$ cat src/rtl/sdram_pkg.sv
// ============================================================================
// Module      : sdram_pkg
// Description : Shared types and defaults for the SDRAM port arbiter.
// Revision    : 1.0 - initial release
// ============================================================================
`default_nettype none

package sdram_pkg;

    // Arbiter sequencing: pick a winner, issue its command, move its beats.
    typedef enum logic [1:0] {
        IDLE = 2'd0,
        CMD  = 2'd1,
        DATA = 2'd2
    } arb_state_t;

    localparam int SDRAM_BURST_LEN = 8;
    localparam int SDRAM_DATA_W    = 16;
    localparam int SDRAM_ADDR_W    = 24;

    // Beat counter is never narrower than 3 bits so short bursts still count cleanly.
    function automatic int cnt_width(input int burst_len);
        int w;
        w = $clog2(burst_len);
        return (w < 3) ? 3 : w;
    endfunction

endpackage

`default_nettype wire

$ cat src/rtl/sdram_arbiter_rr_arbiter.sv
// ============================================================================
// Module      : rr_arbiter
// Description : Combinational round-robin picker. Grants the first asserted
//               request at or after the pointer, wrapping modulo N_REQ.
// Revision    : 1.0 - initial release
// ============================================================================
`default_nettype none

module rr_arbiter #(
    parameter int N_REQ = 4,
    localparam int IDX_W = $clog2(N_REQ)
) (
    input  logic [N_REQ-1:0] req,
    input  logic [IDX_W-1:0] ptr,
    output logic [N_REQ-1:0] grant,
    output logic [IDX_W-1:0] idx
);

    // Scan from the pointer upward, wrapping, and keep the first hit.
    always_comb begin
        logic           found;
        int             pos;
        logic [IDX_W-1:0] sel;
        grant = '0;
        idx   = '0;
        found = 1'b0;
        pos   = 0;
        sel   = '0;
        for (int i = 0; i < N_REQ; i++) begin
            pos = int'(ptr) + i;
            if (pos >= N_REQ) begin
                pos = pos - N_REQ;
            end
            sel = IDX_W'(pos);
            if (!found && req[sel]) begin
                found      = 1'b1;
                grant[sel] = 1'b1;
                idx        = sel;
            end
        end
    end

endmodule

`default_nettype wire

$ cat src/rtl/sdram_arbiter.sv
// ============================================================================
// Module      : sdram_arbiter
// Description : Shares one SDRAM controller port between N_REQ requesters.
//               Each grant owns the controller for one BURST_LEN-beat burst.
//               Optional macro SDRAM_ARB_PRIO_EN gives requester 0 (video
//               scan-out) fixed top priority; others round-robin.
// Revision    : 1.0 - initial release
// ============================================================================
`default_nettype none

module sdram_arbiter
    import sdram_pkg::*;
#(
    parameter int N_REQ     = 4,
    parameter int ADDR_W    = SDRAM_ADDR_W,
    parameter int DATA_W    = SDRAM_DATA_W,
    parameter int BURST_LEN = SDRAM_BURST_LEN
) (
    input  logic                      clk_sys,
    input  logic                      reset_sys,
    input  logic [N_REQ-1:0]          req_valid,
    input  logic [N_REQ-1:0]          req_we,
    input  logic [N_REQ*ADDR_W-1:0]   req_addr,
    output logic [N_REQ-1:0]          req_ready,
    input  logic [N_REQ*DATA_W-1:0]   wr_data,
    output logic [N_REQ-1:0]          wr_ack,
    output logic [DATA_W-1:0]         rd_data,
    output logic [N_REQ-1:0]          rd_valid,
    output logic                      mem_valid,
    input  logic                      mem_ready,
    output logic                      mem_we,
    output logic [ADDR_W-1:0]         mem_addr,
    output logic [DATA_W-1:0]         mem_wdata,
    input  logic                      mem_wack,
    input  logic [DATA_W-1:0]         mem_rdata,
    input  logic                      mem_rvalid
);

    localparam int IDX_W = $clog2(N_REQ);
    localparam int CNT_W = cnt_width(BURST_LEN);
    localparam logic [CNT_W-1:0] LAST_BEAT = CNT_W'(BURST_LEN - 1);
    localparam logic [IDX_W-1:0] LAST_IDX  = IDX_W'(N_REQ - 1);

    arb_state_t        state;
    logic [IDX_W-1:0]  rr_ptr;
    logic [IDX_W-1:0]  owner;
    logic [CNT_W-1:0]  beat_cnt;

    logic [ADDR_W-1:0] addr_arr [N_REQ];
    logic [DATA_W-1:0] wdata_arr [N_REQ];

    logic [N_REQ-1:0]  pick_req;
    logic [N_REQ-1:0]  pick_grant;
    logic [IDX_W-1:0]  pick_idx;
    logic [IDX_W-1:0]  win_idx;
    logic              win_any;
    logic              beat;
    logic              keep_ptr;

    genvar gi;
    generate
        for (gi = 0; gi < N_REQ; gi++) begin : g_unpack
            assign addr_arr[gi]  = req_addr[gi*ADDR_W +: ADDR_W];
            assign wdata_arr[gi] = wr_data[gi*DATA_W +: DATA_W];
        end
    endgenerate

`ifdef SDRAM_ARB_PRIO_EN
    // Requester 0 bypasses the rotation; the rest share the round-robin.
    assign pick_req = req_valid & {{(N_REQ-1){1'b1}}, 1'b0};
    assign win_idx  = req_valid[0] ? '0 : pick_idx;
    assign win_any  = req_valid[0] | (|pick_grant);
    assign keep_ptr = (owner == '0);
`else
    assign pick_req = req_valid;
    assign win_idx  = pick_idx;
    assign win_any  = |pick_grant;
    assign keep_ptr = 1'b0;
`endif

    rr_arbiter #(
        .N_REQ (N_REQ)
    ) u_rr_arbiter (
        .req   (pick_req),
        .ptr   (rr_ptr),
        .grant (pick_grant),
        .idx   (pick_idx)
    );

    // A beat counts only in DATA and only in the burst's own direction.
    assign beat      = (state == DATA) && (mem_we ? mem_wack : mem_rvalid);
    assign mem_wdata = wdata_arr[owner];
    assign rd_data   = mem_rdata;

    // Steer the accept pulse and beat strobes to the current owner only.
    always_comb begin
        req_ready = '0;
        wr_ack    = '0;
        rd_valid  = '0;
        if (state == CMD && mem_valid && mem_ready) begin
            req_ready[owner] = 1'b1;
        end
        if (state == DATA) begin
            wr_ack[owner]   = mem_wack && mem_we;
            rd_valid[owner] = mem_rvalid && !mem_we;
        end
    end

    // Burst sequencer: arbitrate, hold the command until accepted, count beats.
    always_ff @(posedge clk_sys or posedge reset_sys) begin
        if (reset_sys) begin
            state     <= IDLE;
            rr_ptr    <= '0;
            owner     <= '0;
            beat_cnt  <= '0;
            mem_valid <= 1'b0;
            mem_we    <= 1'b0;
            mem_addr  <= '0;
        end else begin
            case (state)
                IDLE: begin
                    if (win_any) begin
                        owner     <= win_idx;
                        mem_we    <= req_we[win_idx];
                        mem_addr  <= addr_arr[win_idx];
                        mem_valid <= 1'b1;
                        state     <= CMD;
                    end
                end
                CMD: begin
                    if (mem_ready) begin
                        mem_valid <= 1'b0;
                        beat_cnt  <= '0;
                        state     <= DATA;
                    end
                end
                DATA: begin
                    if (beat) begin
                        if (beat_cnt == LAST_BEAT) begin
                            beat_cnt <= '0;
                            state    <= IDLE;
                            if (!keep_ptr) begin
                                rr_ptr <= (owner == LAST_IDX) ? '0 : owner + 1'b1;
                            end
                        end else begin
                            beat_cnt <= beat_cnt + 1'b1;
                        end
                    end
                end
                default: begin
                    state <= IDLE;
                end
            endcase
        end
    end

endmodule

`default_nettype wire
$ cat config.mk
export PLATFORM = sky130hd
export DESIGN_NAME = sdram_arbiter
export DESIGN_NICKNAME = d
export VERILOG_FILES = /design/src/rtl/sdram_pkg.sv /design/src/rtl/sdram_arbiter_rr_arbiter.sv /design/src/rtl/sdram_arbiter.sv
export SDC_FILE = /design/constraint.sdc
export NUM_CORES = 1
export LEC_CHECK = 0
export ABC_AREA = 1
export CAP_MARGIN = 10
export CORE_MARGIN = 2
export CORE_UTILIZATION = 37
export DETAILED_ROUTE_END_ITERATION = 16
export HOLD_SLACK_MARGIN = 0.15
export PLACE_DENSITY = 0.83
export SYNTH_ARGS = -nofsm -noshare
export SYNTH_HDL_FRONTEND = slang
export SYNTH_SLANG_ARGS = --single-unit
$ cat constraint.sdc
create_clock -name clk_sys -period 3.1 [get_ports clk_sys]
set_input_delay 0.465 -clock clk_sys [delete_from_list [all_inputs] [get_ports clk_sys]]
set_output_delay 0.465 -clock clk_sys [all_outputs]
set_load 0.03 [all_outputs]
==> flow_metrics.tcl <==
set metrics [dict create \
    status "complete, no violations" \
    power.internal_mw 2.61 \
    rr_endpoint "mem_addr[7]" \
    gp_congestion 0.870 \
    fillerInstances 974 \
    period_needed_ps 2670 \
    cp_max_fo 25 \
    hold_viol_final 0 \
    p_per_area_nw_per_um2 987 \
    drt_wl_total_um 14100 \
    die_x_um 106 \
    synth_cell_types 28 \
    grt_pass1_vias 4700 \
    remaining_drc_errors 0 \
    wl_per_cell_um 14.2 \
    cts_setup_buffers 0 \
    synthCells 656 \
    finalClockSkew_ps 8.21 \
    row_count 37 \
    startpoint "rr_ptr[1]" \
    post-route-util_pct 60.0 \
    netlist_area_um2 3830 \
    r2r_cells 13 \
    start_util_pct 37.6 \
    relSlewSlack_pct 40.7 \
    syn_area_per_cell_um2 5.83 \
    drt_iter0_markers 281 \
    path_cells "inv_2 > ha_1 > inv_1 > nand3_1 > nand2_2 > inv_2 > nor2_4 > nand4_2 > nand3_1 > nand3_1 > nand2_1 > nand2_1 > nand2_1" \
    rsz0062_at_grt "no" \
    ios 259 \
    die-area_um2 11200 \
    dp_hpwl_um 10700 \
    synth_flop_cell "dfrtp_1" \
    portBuffers 226 \
    ant_nets 0 \
    required_ps 3330 \
    cts_tree "built" \
    cpPeakStageDelay_ps 560 \
    setup_violations 0 \
    max_cap_violations 0 \
    h-tree-depth 2 \
    vias_per_cell 4.96 \
    synthArstFlopShare_pct 100 \
    drv_slew 0 \
    yosys_register_bits 35 \
    grt_pass1_wl_um 22400 \
    via_count 4915 \
    r2r_start "rr_ptr[1]" \
    pwr-share-clk_pct 5.4 \
    syn2layout_area_growth_pct 59.6 \
    finalCritPeriodShare_pct 86.1 \
    tns_ps 0 \
    syn_nets 857 \
    cts_buffers 5 \
    ys_warn_count 0 \
    track_usage_pct 24.9 \
    netSwitchingFraction_pct 56.7 \
    globalRoute.totalOverflow 0 \
    slowest_stage "nand4_2" \
    seqPwrFrac_pct 13.6 \
    antenna_found_initial 2 \
    clock-sinks 35 \
    clk_latency_ps 290 \
    hold_class "reg -> reg" \
    pwr-share-comb_pct 81.1 \
    p_leak_nw 3.12 \
    critPathLaunchType "flip-flop" \
    clockBufferDepth 2 \
    drtPass1Iterations 5 \
    setup.worst_path.end_class "flip-flop" \
    max_freq_mhz 374 \
    ctsHoldBuffers 0 \
    cp-endpoint "mem_addr[7]" \
    worstSetupPathType "reg -> reg" \
    die_h_um 106 \
    p_sw_mw 3.42 \
    clkTransAtPathRegs_ps 70 \
    synth_edf_count 0 \
    ir_drop_mv 0.509 \
    grt_start_max_net_pins 51 \
    cts_resized 0 \
    tightestPinTransition_ps 889 \
    root_buffer "clkbuf_8" \
    coreArea_um2 10200 \
    crit_arrival_ps 2900 \
    drive_gt1_share_pct 4.81 \
    r2r_setup_slack_ps 430 \
    layout.nets 1052 \
    yosysSeqAreaShare_pct 22.9 \
]
[worst min path at each step]
stage	start	cells after the start	endpoint
after floorplan	state[1]	1	state[0]
after global placement	mem_addr[14]	2	mem_addr[14]
after detailed placement	mem_addr[13]	2	mem_addr[13]
after CTS	mem_addr[13]	2	mem_addr[13]
after global routing	mem_addr[5]	2	mem_addr[5]
final	mem_addr[13]	2	mem_addr[13]
[synth_stat cells, types with 4 or more instances]
cell type | n | area, um2
buf_2 | 11 | 55.1
o22ai_1 | 17 | 106
o21ai_1 | 4 | 20.0
nor2_1 | 44 | 165
nand2_2 | 5 | 31.3
buf_6 | 6 | 67.6
ha_1 | 12 | 150
inv_1 | 117 | 439
dfrtp_1 | 35 | 876
nand2_1 | 163 | 612
nand3_1 | 140 | 701
nor3_1 | 8 | 40.0
buf_4 | 23 | 173
o21ai_0 | 36 | 180
inv_2 | 7 | 26.3
clkbuf_1 | 9 | 33.8
[state kept, by name, summed over array words and instances (netlist names)]
| register | flops |
|---|---|
| beat_cnt | 3 |
| owner | 2 |
| mem_addr | 24 |
| mem_valid | 1 |
| state | 2 |
| rr_ptr | 2 |
| mem_we | 1 |
[power groups by stage]
stage	clock network (mW)	registers (mW)	logic, mW
after global routing	0.355	0.846	5.41
after floorplan	0	1.12	3.18
after CTS	0.329	0.819	4.88
final	0.324	0.817	4.89
after detailed placement	0	0.820	4.86
after global placement	0	0.816	4.81
[logic make-up after synthesis]
family / Yosys count / synth area share [%]
buffers and inverters: 176 / 21.1
and+or+nand+nor: 370 / 43.0
DFF: 35 / 22.9
AOI/OAI and AO/OA: 63 / 9.12
adders and majority gates: 12 / 3.92
[cell type report]
type | count | area [um2] | area share [%]
Clock buffer | 7 | 76.3 | 1.25
Sequential cell | 35 | 876 | 14.3
Timing Repair Buffer | 240 | 2360 | 38.7
Antenna cell | 2 | 5.00 | 0.0820
Tap cell | 136 | 170 | 2.79
Clock inverter | 1 | 5.00 | 0.0820
Multi-Input combinational cell | 445 | 2140 | 35.1
Inverter | 124 | 465 | 7.62
[worst max-delay path, delay by kind of cell, from the launching register on]
kind	cells	cell delay [ps]
adder cells (fa/ha/maj)	1	360
buffers and inverters	3	290
flip-flops	1	470
AND/OR/NAND/NOR	9	1490
[metal layers]
layer | share of wire [%] | vias to the layer above | track usage (%)
met3 | 9.3 | 24 | 7.24
met1 | 38 | 2209 | 27.5
met5 | 0 | - | 0
met4 | 2.2 | 0 | 9.96
li1 | - | 2443 | -
met2 | 50 | 239 | 44.6
[per-stage QoR]
step	cell area (um2)	std cells	power (mW)	hold WS [ps]	setup WS, ps
global placement	6020	980	5.62	463	380
detailed placement	6020	980	5.68	465	353
finish	6110	990	6.03	483	430
global route	6110	990	6.61	509	127
floorplan	3830	656	4.30	474	810
CTS	6100	988	6.03	483	398
[placed cells by master (no fill, tap or decap), types with 3 or more instances in the layout]
master,n
ha_1,12
nor2_1,44
nand3_1,140
dfrtp_1,35
buf_4,15
o22ai_1,17
o21ai_0,36
nor3_1,8
clkdlybuf4s50_1,225
nand3_2,3
nand2_1,163
o21ai_1,4
clkbuf_8,5
inv_2,7
nand2_2,5
inv_1,117
Note: power is estimated with default switching activity, not from simulation.
